File: config.mk
export PLATFORM = sky130hd
export DESIGN_NAME = d_sr_driver_flat
export DESIGN_NICKNAME = d
export VERILOG_FILES = /design/src/rtl/d_sr_driver_pkg.sv /design/src/rtl/d_sr_driver_if.sv /design/src/rtl/d_sr_driver_sr_ff.sv /design/src/rtl/d_sr_driver.sv /design/src/flat_wrapper.sv
export SDC_FILE = /design/constraint.sdc
export NUM_CORES = 1
export LEC_CHECK = 0
export BUFFER_PORTS_ARGS = -buffer_cell sky130_fd_sc_hd__buf_2
export CORE_UTILIZATION = 45
export DETAILED_ROUTE_END_ITERATION = 8
export PLACE_DENSITY = 0.69
export SKIP_CTS_REPAIR_TIMING = 1
export SYNTH_ARGS = -nofsm -noshare
export SYNTH_HDL_FRONTEND = slang
export SYNTH_SLANG_ARGS = --single-unit
File: constraint.sdc
create_clock -name clk -period 4.8 [get_ports clk]
set_input_delay 0.96 -clock clk [delete_from_list [all_inputs] [get_ports clk]]
set_output_delay 0.96 -clock clk [all_outputs]
set_load 0.005 [all_outputs]
File: src/rtl/d_sr_driver_pkg.sv
// ff_conv_pkg: shared definitions for the D-to-SR conversion driver.
//   DEFAULT_WIDTH : default number of data bits / SR flip-flops in the bank
//   state_t       : controller states (IDLE, EXCITE, DONE)
package ff_conv_pkg;

    localparam int DEFAULT_WIDTH = 8;

    typedef enum logic [1:0] {
        ST_IDLE   = 2'd0,
        ST_EXCITE = 2'd1,
        ST_DONE   = 2'd2
    } state_t;

endpackage

File: src/rtl/d_sr_driver_if.sv
// d_sr_driver_if: word handshake into the D-to-SR driver.
//   in_valid : d carries a new target word
//   in_ready : driver accepts a word this cycle
//   d        : target word for the SR bank
// master drives in_valid/d, slave (the driver) returns in_ready.
interface d_sr_driver_if #(
    parameter int WIDTH = 8
) ();

    logic             in_valid;
    logic             in_ready;
    logic [WIDTH-1:0] d;

    modport master (output in_valid, output d, input in_ready);
    modport slave  (input in_valid, input d, output in_ready);

endinterface

File: src/rtl/d_sr_driver_sr_ff.sv
// sr_ff: one SR flip-flop of the bank.
//   clk   : clock, rising edge
//   reset : asynchronous active-low reset, q -> 0
//   s, r  : set / reset excitation
//   q     : stored bit
// S=R=1 is never produced by the driver; it holds here so a glitch cannot
// pick an arbitrary value.
module sr_ff (
    input  logic clk,
    input  logic reset,
    input  logic s,
    input  logic r,
    output logic q
);

    always_ff @(posedge clk or negedge reset) begin
        if (!reset) begin
            q <= 1'b0;
        end else if (s && !r) begin
            q <= 1'b1;
        end else if (r && !s) begin
            q <= 1'b0;
        end
    end

endmodule

File: src/rtl/d_sr_driver.sv
// d_sr_driver: converts an accepted D target word into a bit-serial sequence
// of SR excitations that walks a bank of WIDTH sr_ff cells to the target.
//   clk     : clock, rising edge
//   reset   : asynchronous active-low reset
//   bus     : slave side of d_sr_driver_if (in_valid, in_ready, d)
//   s, r    : set / reset excitation driven into the bank this cycle
//   q       : SR bank state
//   busy    : high in EXCITE and DONE
//   done    : one-cycle pulse once q equals the accepted target
//   chg_cnt : bits changed in the last transaction (only with CHG_CNT_EN)
// Optional feature macro: CHG_CNT_EN.
//
// state     | meaning
// ----------+-------------------------------------------------------------
// ST_IDLE   | in_ready=1, waiting for a target word
// ST_EXCITE | one bit per cycle, index 0..WIDTH-1, exciting only that bit
// ST_DONE   | single cycle, done pulse, back to IDLE
module d_sr_driver
    import ff_conv_pkg::*;
#(
    parameter int WIDTH = DEFAULT_WIDTH
) (
    input  logic                       clk,
    input  logic                       reset,
    d_sr_driver_if.slave               bus,
    output logic [WIDTH-1:0]           s,
    output logic [WIDTH-1:0]           r,
    output logic [WIDTH-1:0]           q,
    output logic                       busy,
    output logic                       done
`ifdef CHG_CNT_EN
    ,
    output logic [$clog2(WIDTH+1)-1:0] chg_cnt
`endif
);

    localparam int IDX_W = (WIDTH > 1) ? $clog2(WIDTH) : 1;

    state_t           state_q, state_d;
    logic [WIDTH-1:0] target_q;
    logic [IDX_W-1:0] idx_q;
    logic             accept;
    logic             last_bit;

    assign accept   = (state_q == ST_IDLE) && bus.in_valid;
    assign last_bit = (idx_q == IDX_W'(WIDTH - 1));

    always_ff @(posedge clk or negedge reset) begin
        if (!reset) begin
            state_q <= ST_IDLE;
        end else begin
            state_q <= state_d;
        end
    end

    always_comb begin
        state_d      = state_q;
        bus.in_ready = 1'b0;
        busy         = 1'b0;
        done         = 1'b0;
        s            = '0;
        r            = '0;
        case (state_q)
            ST_IDLE: begin
                bus.in_ready = 1'b1;
                if (bus.in_valid) begin
                    state_d = ST_EXCITE;
                end
            end
            ST_EXCITE: begin
                busy = 1'b1;
                // Only the indexed bit is excited; the two terms are mutually
                // exclusive, so S=R=1 cannot reach the bank.
                s[idx_q] = target_q[idx_q] & ~q[idx_q];
                r[idx_q] = ~target_q[idx_q] & q[idx_q];
                if (last_bit) begin
                    state_d = ST_DONE;
                end
            end
            ST_DONE: begin
                busy    = 1'b1;
                done    = 1'b1;
                state_d = ST_IDLE;
            end
            default: begin
                state_d = ST_IDLE;
            end
        endcase
    end

    always_ff @(posedge clk or negedge reset) begin
        if (!reset) begin
            target_q <= '0;
            idx_q    <= '0;
        end else if (accept) begin
            target_q <= bus.d;
            idx_q    <= '0;
        end else if ((state_q == ST_EXCITE) && !last_bit) begin
            idx_q <= idx_q + IDX_W'(1);
        end
    end

    for (genvar i = 0; i < WIDTH; i++) begin : g_bank
        sr_ff u_ff (
            .clk   (clk),
            .reset (reset),
            .s     (s[i]),
            .r     (r[i]),
            .q     (q[i])
        );
    end

`ifdef CHG_CNT_EN
    localparam int CNT_W = $clog2(WIDTH + 1);

    logic [CNT_W-1:0] chg_q;

    always_ff @(posedge clk or negedge reset) begin
        if (!reset) begin
            chg_q <= '0;
        end else if (accept) begin
            chg_q <= '0;
        end else if ((state_q == ST_EXCITE) && ((s | r) != '0)) begin
            chg_q <= chg_q + CNT_W'(1);
        end
    end

    assign chg_cnt = chg_q;
`endif

endmodule

File: src/flat_wrapper.sv
// flat-port wrapper written by rule: the top's interface ports become plain ports
module d_sr_driver_flat import ff_conv_pkg::*;
#(
    parameter int WIDTH = DEFAULT_WIDTH
)
  (clk, reset, s, r, q, busy, done, bus_in_valid, bus_d, bus_in_ready);
  d_sr_driver_if #(.WIDTH(WIDTH)) bus_i ();
  input  logic clk;
  input  logic reset;
  output logic [WIDTH-1:0] s;
  output logic [WIDTH-1:0] r;
  output logic [WIDTH-1:0] q;
  output logic busy;
  output logic done;
  input wire logic [$bits(bus_i.in_valid)-1:0] bus_in_valid;
  input wire logic [$bits(bus_i.d)-1:0] bus_d;
  output wire logic [$bits(bus_i.in_ready)-1:0] bus_in_ready;
  assign bus_i.in_valid = bus_in_valid;
  assign bus_i.d = bus_d;
  assign bus_in_ready = bus_i.in_ready;
  d_sr_driver #(.WIDTH(WIDTH)) u_core (.clk(clk), .reset(reset), .bus(bus_i), .s(s), .r(r), .q(q), .busy(busy), .done(done));
endmodule
# After elaboration in Yosys (flattened, before gate mapping)

Index checks and enable logic that the tools add are counted.

Add/sub/neg operators: 1
$lt $le $gt $ge: 2
Eq/ne operators: 5
Multiplexer cells: 32
Bitwise gates (word level): 6
Reduce and logical (&&, ||, !) cells: 48

Operator list:

| cell                | count |
|---|---|
| $mux 1              | 22 |
| $logic_and 1x1->1   | 19 |
| $reduce_bool 2->1   | 9 |
| $logic_not 1->1     | 17 |
| $and 8x8->8         | 2 |
| $mux 8              | 2 |
| $bmux 1 s3          | 2 |
| $mux 3              | 2 |
| $lt 3x4->1 const B  | 1 |
| $mux 2              | 2 |
| $pmux 2 s2          | 1 |
| $add 3x1->3 const B | 1 |
| $demux 1 s3         | 1 |
| $eq 3x3->1 const B  | 1 |
| $ge 3x1->1 const B  | 1 |
| $and 1x1->1         | 2 |
| $eq 2x1->1 const B  | 1 |
| $eq 2x2->1 const B  | 1 |
| $logic_not 2->1     | 1 |
| $ne 2x1->1 const B  | 1 |
| $ne 2x2->1 const B  | 1 |
| $not 1->1           | 2 |
| $reduce_and 2->1    | 1 |
| $reduce_or 2->1     | 1 |

Register bits after elaboration: 21
Bits of input ports: 11
Output and inout port bits: 27

# Depth between registers and ports, before layout

Gate-level depths: netlist (run 1).

Depth in word-level cells: 10
Mapped depth: 9

# Modules after synthesis

From an unflattened synthesis (run 1), not the netlist that was laid out.

Cells, all modules: 130
Area, all modules: 1423.9 um^2

By module, submodules not included:

| module      | times used | cells each | area an instance (um^2) | seq. area each (um^2) |
|---|---|---|---|---|
| d_sr_driver | 1          | 98         | 973.4                   | 325.3 |
| sr_ff       | 8          | 4          | 56.3                    | 25.0 |

# Worst setup path after synthesis (run 1)

No wires, ideal clock.

Path type: reg2out
Start point: reg u_core.idx_q[2]
End point: out s[5]
Arrival time: 1.705 ns
Setup slack: 2.135 ns
Stages on the path, launching flop included: 9
Path buffers: 4
Cells stage by stage: dfrtp_1 -> buf_6 -> buf_8 -> nand3_1 -> o21ai_1 -> a221o_1 -> buf_6 -> nor4_4 -> buf_4

Longest elaborated chain between the ends: 6

RTL lines:

| item                                                                     | RTL line           | text |
|---|---|---|
| from (decl)                                                              | d_sr_driver.sv:41  | `logic [IDX_W-1:0] idx_q;` |
| from (signal assigned)                                                   | d_sr_driver.sv:99  | `idx_q <= idx_q + IDX_W'(1);` |
| $lt 3x4->1 (implied by the code) (tied with other cells)                 | d_sr_driver.sv:74  | `s[idx_q] = target_q[idx_q] & ~q[idx_q];` |
| $logic_and 1x1->1 (implied by the code) / $mux 1 (equally long branches) | d_sr_driver.sv:74  |  |
| $mux 1 (implied by the code) / $not 1->1 (equally long branches)         | d_sr_driver.sv:74  |  |
| $demux 1 s3 / $and 1x1->1 (equally long branches)                        | --                 |  |
| $and 8x8->8 (no line) (*)                                                | --                 |  |
| $mux 8 (*)                                                               | d_sr_driver.sv:63  | `case (state_q)` |
| to (decl)                                                                | flat_wrapper.sv:10 | `output logic [WIDTH-1:0] s;` |

Every way passes the cells marked *; elsewhere a longest branch is shown, timed or not. The select of a mux whose other input is x is not followed.

# Worst setup path after layout (run 1)

Start point: reg u_core.idx_q[2]
End point: out s[6]

The elaborated chain is that of the path after synthesis.

==> metrics.txt, run 1 <==
io pins=38; async set-or-reset flop fraction in the synthesized netlist=1.00; PD cells=479 nW/um^2; CP max FO=15; WS Path Type=reg2out; crit path capture type=output port; placed insts=209; Mapped Nets=181; initial antenna violation count=0; Die Area=3880 sq um; Area growth syn-to-layout=1.76%; Flop pwr share=0.380; Site Rows=21; NumNets Final=193; Critical Path Max Stage Delay=0.67 ns; number of distinct library cells after synthesis=36; CP cell instances=mux2i_1, o22ai_1, a221o_1, nor4_1, buf_2; Core Area=3420 sq um; share of cells above drive strength 1=0.401; master of the slowest instance on the critical path=dfrtp_1; Initial DRC Count=58; RSZ-0062 raised after global routing=false; final period utilization=0.736; cell family with most CP delay=flip-flops; Clock Skew=0.00326 ns; Mapped Avg Cell Area=10.5 sq um; combinational share of power=0.512; sequential share of the synthesized area=0.322; H-tree depth=1; die extent in y=62.3 um; YS warnings=0; Setup violations, final=0; vias in the first global route=1,116; Routed Antenna Nets=0; internal power=447 uW; total track usage=0.162; Critical Path Start Type=flop; HPWL Detailed=2290 um; gr ovfl total=0; Synth Instances=156; synthesized area=1630 sq um; CP Depth=5; first-pass GRT wire length=4990 um; clock net sink count=21; TritonCTS Buffers=3; Reg2Reg Depth=6; CTS tree=yes; final slew viol count=0; PortBufs=37; Hold Fails Final Rpt=0; EDFF count, synth=0; FMAX=283 MHz; status=complete, no violations; Remaining DRCs=0; clock power share=0.109; Worst EP arrival=2.57 ns; Worst EP required=3.84 ns; Primary FF master, synth=dfrtp_1; final WL=2920 um; worst-margin pin slew=0.659 ns; DR WL/cell=13.7 um; Worst Path Buf+Inv=1; Static Leakage=0.000820 uW; MaxCap Viol Count=0; Max Buffers Root-to-Sink=2; routability cong.=0.869; worst skew pair latency=0.30 ns; worst min path class=reg2reg; Psw=349 uW; hold depth=1; largest net degree at the start of global routing=22; Starting Density=0.478; Max VDD drop=0.217 mV; Pre-antenna DRT Iters=4; overall die width=62.3 um; Switching Fraction=0.438; Via density=5.28; ANT cells=0; final std cells w/o fill=213; Seq cells post-synth=21; Final min period=3.53 ns; DR vias=1,125; Clk pin slew, worst setup/hold paths=0.12 ns; total negative slack=0 ns; Rel. slew slack=0.561; CTS root buf=clkbuf_4
==> cells by family after synthesis <==
kind of cell | synth area share
simple gates | 0.194
buf+inv | 0.155
mux | 0.162
flops | 0.322
fa+ha+maj | 0.107
compound gates | 0.0559
xor+xnor | 0.00536
==> power by group through the flow <==
stage | sequential [uW] | clock, uW | combinational, uW
2_1_floorplan | 264 | 0 | 412
3_3_place_gp | 300 | 0 | 394
3_5_place_dp | 305 | 0 | 408
4_1_cts | 302 | 90.5 | 409
5_1_grt | 315 | 98.0 | 457
6_report | 302 | 86.5 | 408
==> Yosys cell counts, types with 5 or more instances <==
cell type  instances  area [sq um]
buf_4             25           188
dfrtp_1           21           526
nor2_1             6          22.5
nor3_1             5          25.0
nand3_1            6          30.0
nand2_1            7          26.3
mux2i_1            5          50.1
mux2_2            19           214
ha_1              14           175
==> state kept, by name (all words and copies together) (netlist names) <==
| register | count |
|---|---|
| u_core.target_q | 8 |
| u_core.g_bank.u_ff.q | 8 |
| u_core.state_q | 2 |
| u_core.idx_q | 3 |
==> routing by layer <==
layer | up-vias | routed length (um) | global-route usage
li1 | 555 | - | -
met1 | 540 | 1220 | 0.192
met2 | 26 | 1550 | 0.282
met3 | 4 | 95 | 0.0257
met4 | 0 | 52 | 0.0843
met5 | - | 0 | 0
==> stage by stage <==
step	instance area, sq um	total power [uW]	setup WS (ns)	utilization	hold slack [ns]
2_1_floorplan	1630	675	2.13	-	0.474
3_3_place_gp	1640	694	1.81	0.479	0.492
3_5_place_dp	1640	713	1.64	0.479	0.499
4_1_cts	1660	802	1.28	0.487	0.531
5_1_grt	1660	869	1.08	0.487	0.548
6_report	1660	796	1.27	0.487	0.527
==> worst reg2reg max path, stage by stage (launching register included) <==
cell and delay, ns:
dfrtp_1 0.67, mux2i_1 0.32, o22ai_1 0.16, a221o_1 0.49
nor4_1 0.46, ha_1 0.30, mux2_2 0.27
==> cell type report <==
| class | count | area [sq um] |
|---|---|---|
| clock inverter | 1 | 5.00 |
| multi-input combinational | 102 | 856 |
| fill | 332 | 1750 |
| clock buffer | 3 | 22.5 |
| tap | 46 | 57.6 |
| timing repair buffer | 37 | 185 |
| sequential | 21 | 526 |
| inverter | 3 | 11.3 |
==> layout by cell type, fill, tap and decap left out, types with 3 or more instances in the layout <==
cell / instances
buf_2: 37
dfrtp_1: 21
mux2_2: 19
ha_1: 14
nand2_1: 7
nand3_1: 6
nor2_1: 6
mux2i_1: 5
nor3_1: 5
nand2b_1: 3
and3_1: 3
inv_1: 3
nor4_1: 3
or3_1: 3
nor2b_1: 3
a21oi_1: 3
clkbuf_4: 3
==> final timing paths <==
path | start | endpoint | slack, ns
min in group asynchronous | reset | u_core.g_bank[7].u_ff.q$_DFFE_PN0P_ | 0.59
max | u_core.idx_q[2]$_DFFE_PN0P_ | s[6] | 1.27
min | u_core.target_q[2]$_DFFE_PN0P_ | u_core.target_q[2]$_DFFE_PN0P_ | 0.53
max reg2reg | u_core.idx_q[2]$_DFFE_PN0P_ | u_core.g_bank[6].u_ff.q$_DFFE_PN0P_ | 2.05
min reg2reg | u_core.target_q[2]$_DFFE_PN0P_ | u_core.target_q[2]$_DFFE_PN0P_ | 0.53
max in group asynchronous | reset | u_core.g_bank[3].u_ff.q$_DFFE_PN0P_ | 3.88
Note: power is estimated with default switching activity, not from simulation.
==> run 2, diff against run 1 <==
PLACE_DENSITY = 0.71   (was 0.69)
clock period = 3.2 ns   (was 4.8 ns; I/O delays follow)
==> run 2 against run 1 <==
Effect of this change: critical path depth unchanged; global-route usage increased by 0.17 points; hold slack got worse by 0.26 ns; clock skew decreased by 0.0025 ns; combinational power increased by 53%; largest power group unchanged.
==> metrics.txt, run 2 (synthesis results as in run 1) <==
status=complete, no violations; total track usage=0.164 (+0.00170); Clock Skew=0.000770 ns (-0.00249 ns); DR vias=1,129 (+0.36%); Remaining DRCs=0 (unchanged); Max VDD drop=0.370 mV (+70%); Rel. slew slack=0.550 (-0.0108); first-pass GRT wire length=4940 um (-0.96%); H-tree depth=1 (unchanged); final std cells w/o fill=213 (unchanged); FMAX=336 MHz; CP max FO=15 (unchanged); ANT cells=0 (unchanged); clock net sink count=21 (unchanged); Die Area=3880 sq um (unchanged); worst slack, placed=0.383 ns (-1.25 ns); Starting Density=0.478 (unchanged); worst min path class=in2async; CP cell instances=mux2i_1, o21ai_1, a221o_2, nor4_1, buf_2; Via density=5.30 (+0.36%); worst-margin pin slew=0.675 ns (+0.0162 ns); NumNets Final=193 (unchanged); most common cell after layout, fill and taps aside=buf_2; Critical Path Start Type=flop; Area growth syn-to-layout=2.45%; worst skew pair latency=0.31 ns (about the same); Hold Fails Final Rpt=0 (unchanged); TritonCTS Buffers=3 (unchanged); Top Usage Layer GRT=met2; share of cells above drive strength 1=0.425 (+0.0240); Critical Path Max Stage Delay=0.54 ns (-0.13 ns); Static Leakage=0.000815 uW (-0.62%); top flop regs=u_core.g_bank.u_ff.q x8, u_core.target_q x8, u_core.idx_q x3; gr ovfl total=0 (unchanged); final core area utilization=0.490 (+0.00330); master of the slowest instance on the critical path=dfrtp_2; final period utilization=0.929; overall die width=62.3 um (unchanged); commonest non-fill, non-tap cells in the layout=buf_2, mux2_2, dfrtp_1, ha_1, nand2_1; grt met2 use=0.286 (+0.00412); Site Rows=21 (unchanged); met3 Usage GRT=0.0294 (+0.00368); DR WL/cell=14.0 um (+1.8%); HPWL Detailed=2310 um (+0.79%); Worst EP arrival=2.33 ns (-0.24 ns); routability cong.=0.847 (-2.6%); WHS=0.265 ns (-0.262 ns); MaxCap Viol Count=0 (unchanged); CTS tree=yes; total negative slack=0 ns (unchanged); PortBufs=37 (unchanged); Setup violations, final=0 (unchanged); Worst Path Buf+Inv=1 (unchanged); fillers=330 (-0.60%); placed insts=209 (unchanged); initial antenna violation count=0 (unchanged); vias in the first global route=1,085 (-2.8%); WS Path Type=reg2out; Initial DRC Count=70 (+21%); Pre-antenna DRT Iters=4 (unchanged); Routed Antenna Nets=0 (unchanged); Core Area=3420 sq um (unchanged); Clk pin slew, worst setup/hold paths=0.11 ns (about the same); CTS root buf=clkbuf_4; PD cells=721 nW/um^2 (+51%); RSZ-0062 raised after global routing=false; io pins=38 (unchanged); GR Util met1=0.188 (-0.00434); Final min period=2.97 ns; cell family with most CP delay=compound AO/OA/AOI/OAI gates; final slew viol count=0 (unchanged); Max Buffers Root-to-Sink=2 (unchanged); Worst EP required=2.56 ns (-1.28 ns); final WL=2970 um (+1.8%); die extent in y=62.3 um (unchanged); largest net degree at the start of global routing=22 (unchanged); Final WS setup=0.228 ns (-1.04 ns); crit path capture type=output port
run 2: final timing paths:
| path | start | to | slack (ns) | cells past startpoint |
|---|---|---|---|---|
| worst max-delay path | u_core.idx_q[2]$_DFFE_PN0P_ | s[6] | 0.23 | 5 |
| worst min-delay path | reset | u_core.g_bank[5].u_ff.q$_DFFE_PN0P_ | 0.27 | 1 |
| worst max register to register | u_core.idx_q[2]$_DFFE_PN0P_ | u_core.g_bank[6].u_ff.q$_DFFE_PN0P_ | 0.68 | 6 |
| worst min register to register | u_core.target_q[6]$_DFFE_PN0P_ | u_core.target_q[6]$_DFFE_PN0P_ | 0.52 | 1 |
| max in group asynchronous | reset | u_core.idx_q[1]$_DFFE_PN0P_ | 2.59 | 1 |
| min in group clk | u_core.target_q[6]$_DFFE_PN0P_ | u_core.target_q[6]$_DFFE_PN0P_ | 0.52 | 1 |
run 2: area by class of cell:
type,instances,area (sq um),share of cell area
repair buffers,37,185,0.111
flip-flops and latches,21,528,0.315
multi-input cells,102,866,0.517
well taps,46,57.6,0.0344
inverters,3,11.3,0.00673
clock buffers,4,26.3,0.0157
run 2: per-layer routing:
metal  up-vias  wire length (um)  share of wire
li1        555                 -              -
met1       528              1270           0.43
met2        37              1480           0.50
met3         9               131          0.044
met4         0                87          0.029
met5         -                 0              0
run 2: per-stage QoR:
step           power (uW)  area [sq um]
2_1_floorplan        1010          1630
3_3_place_gp         1040          1640
3_5_place_dp         1070          1640
4_1_cts              1210          1660
5_1_grt              1310          1670
6_report             1210          1670
run 2: where the power goes:
group | internal [uW] | total [uW] | switching, uW
Sequential | 354 | 453 | 99.1
Combinational | 276 | 623 | 346
Clock | 48.8 | 131 | 82.7
Total | 679 | 1210 | 528
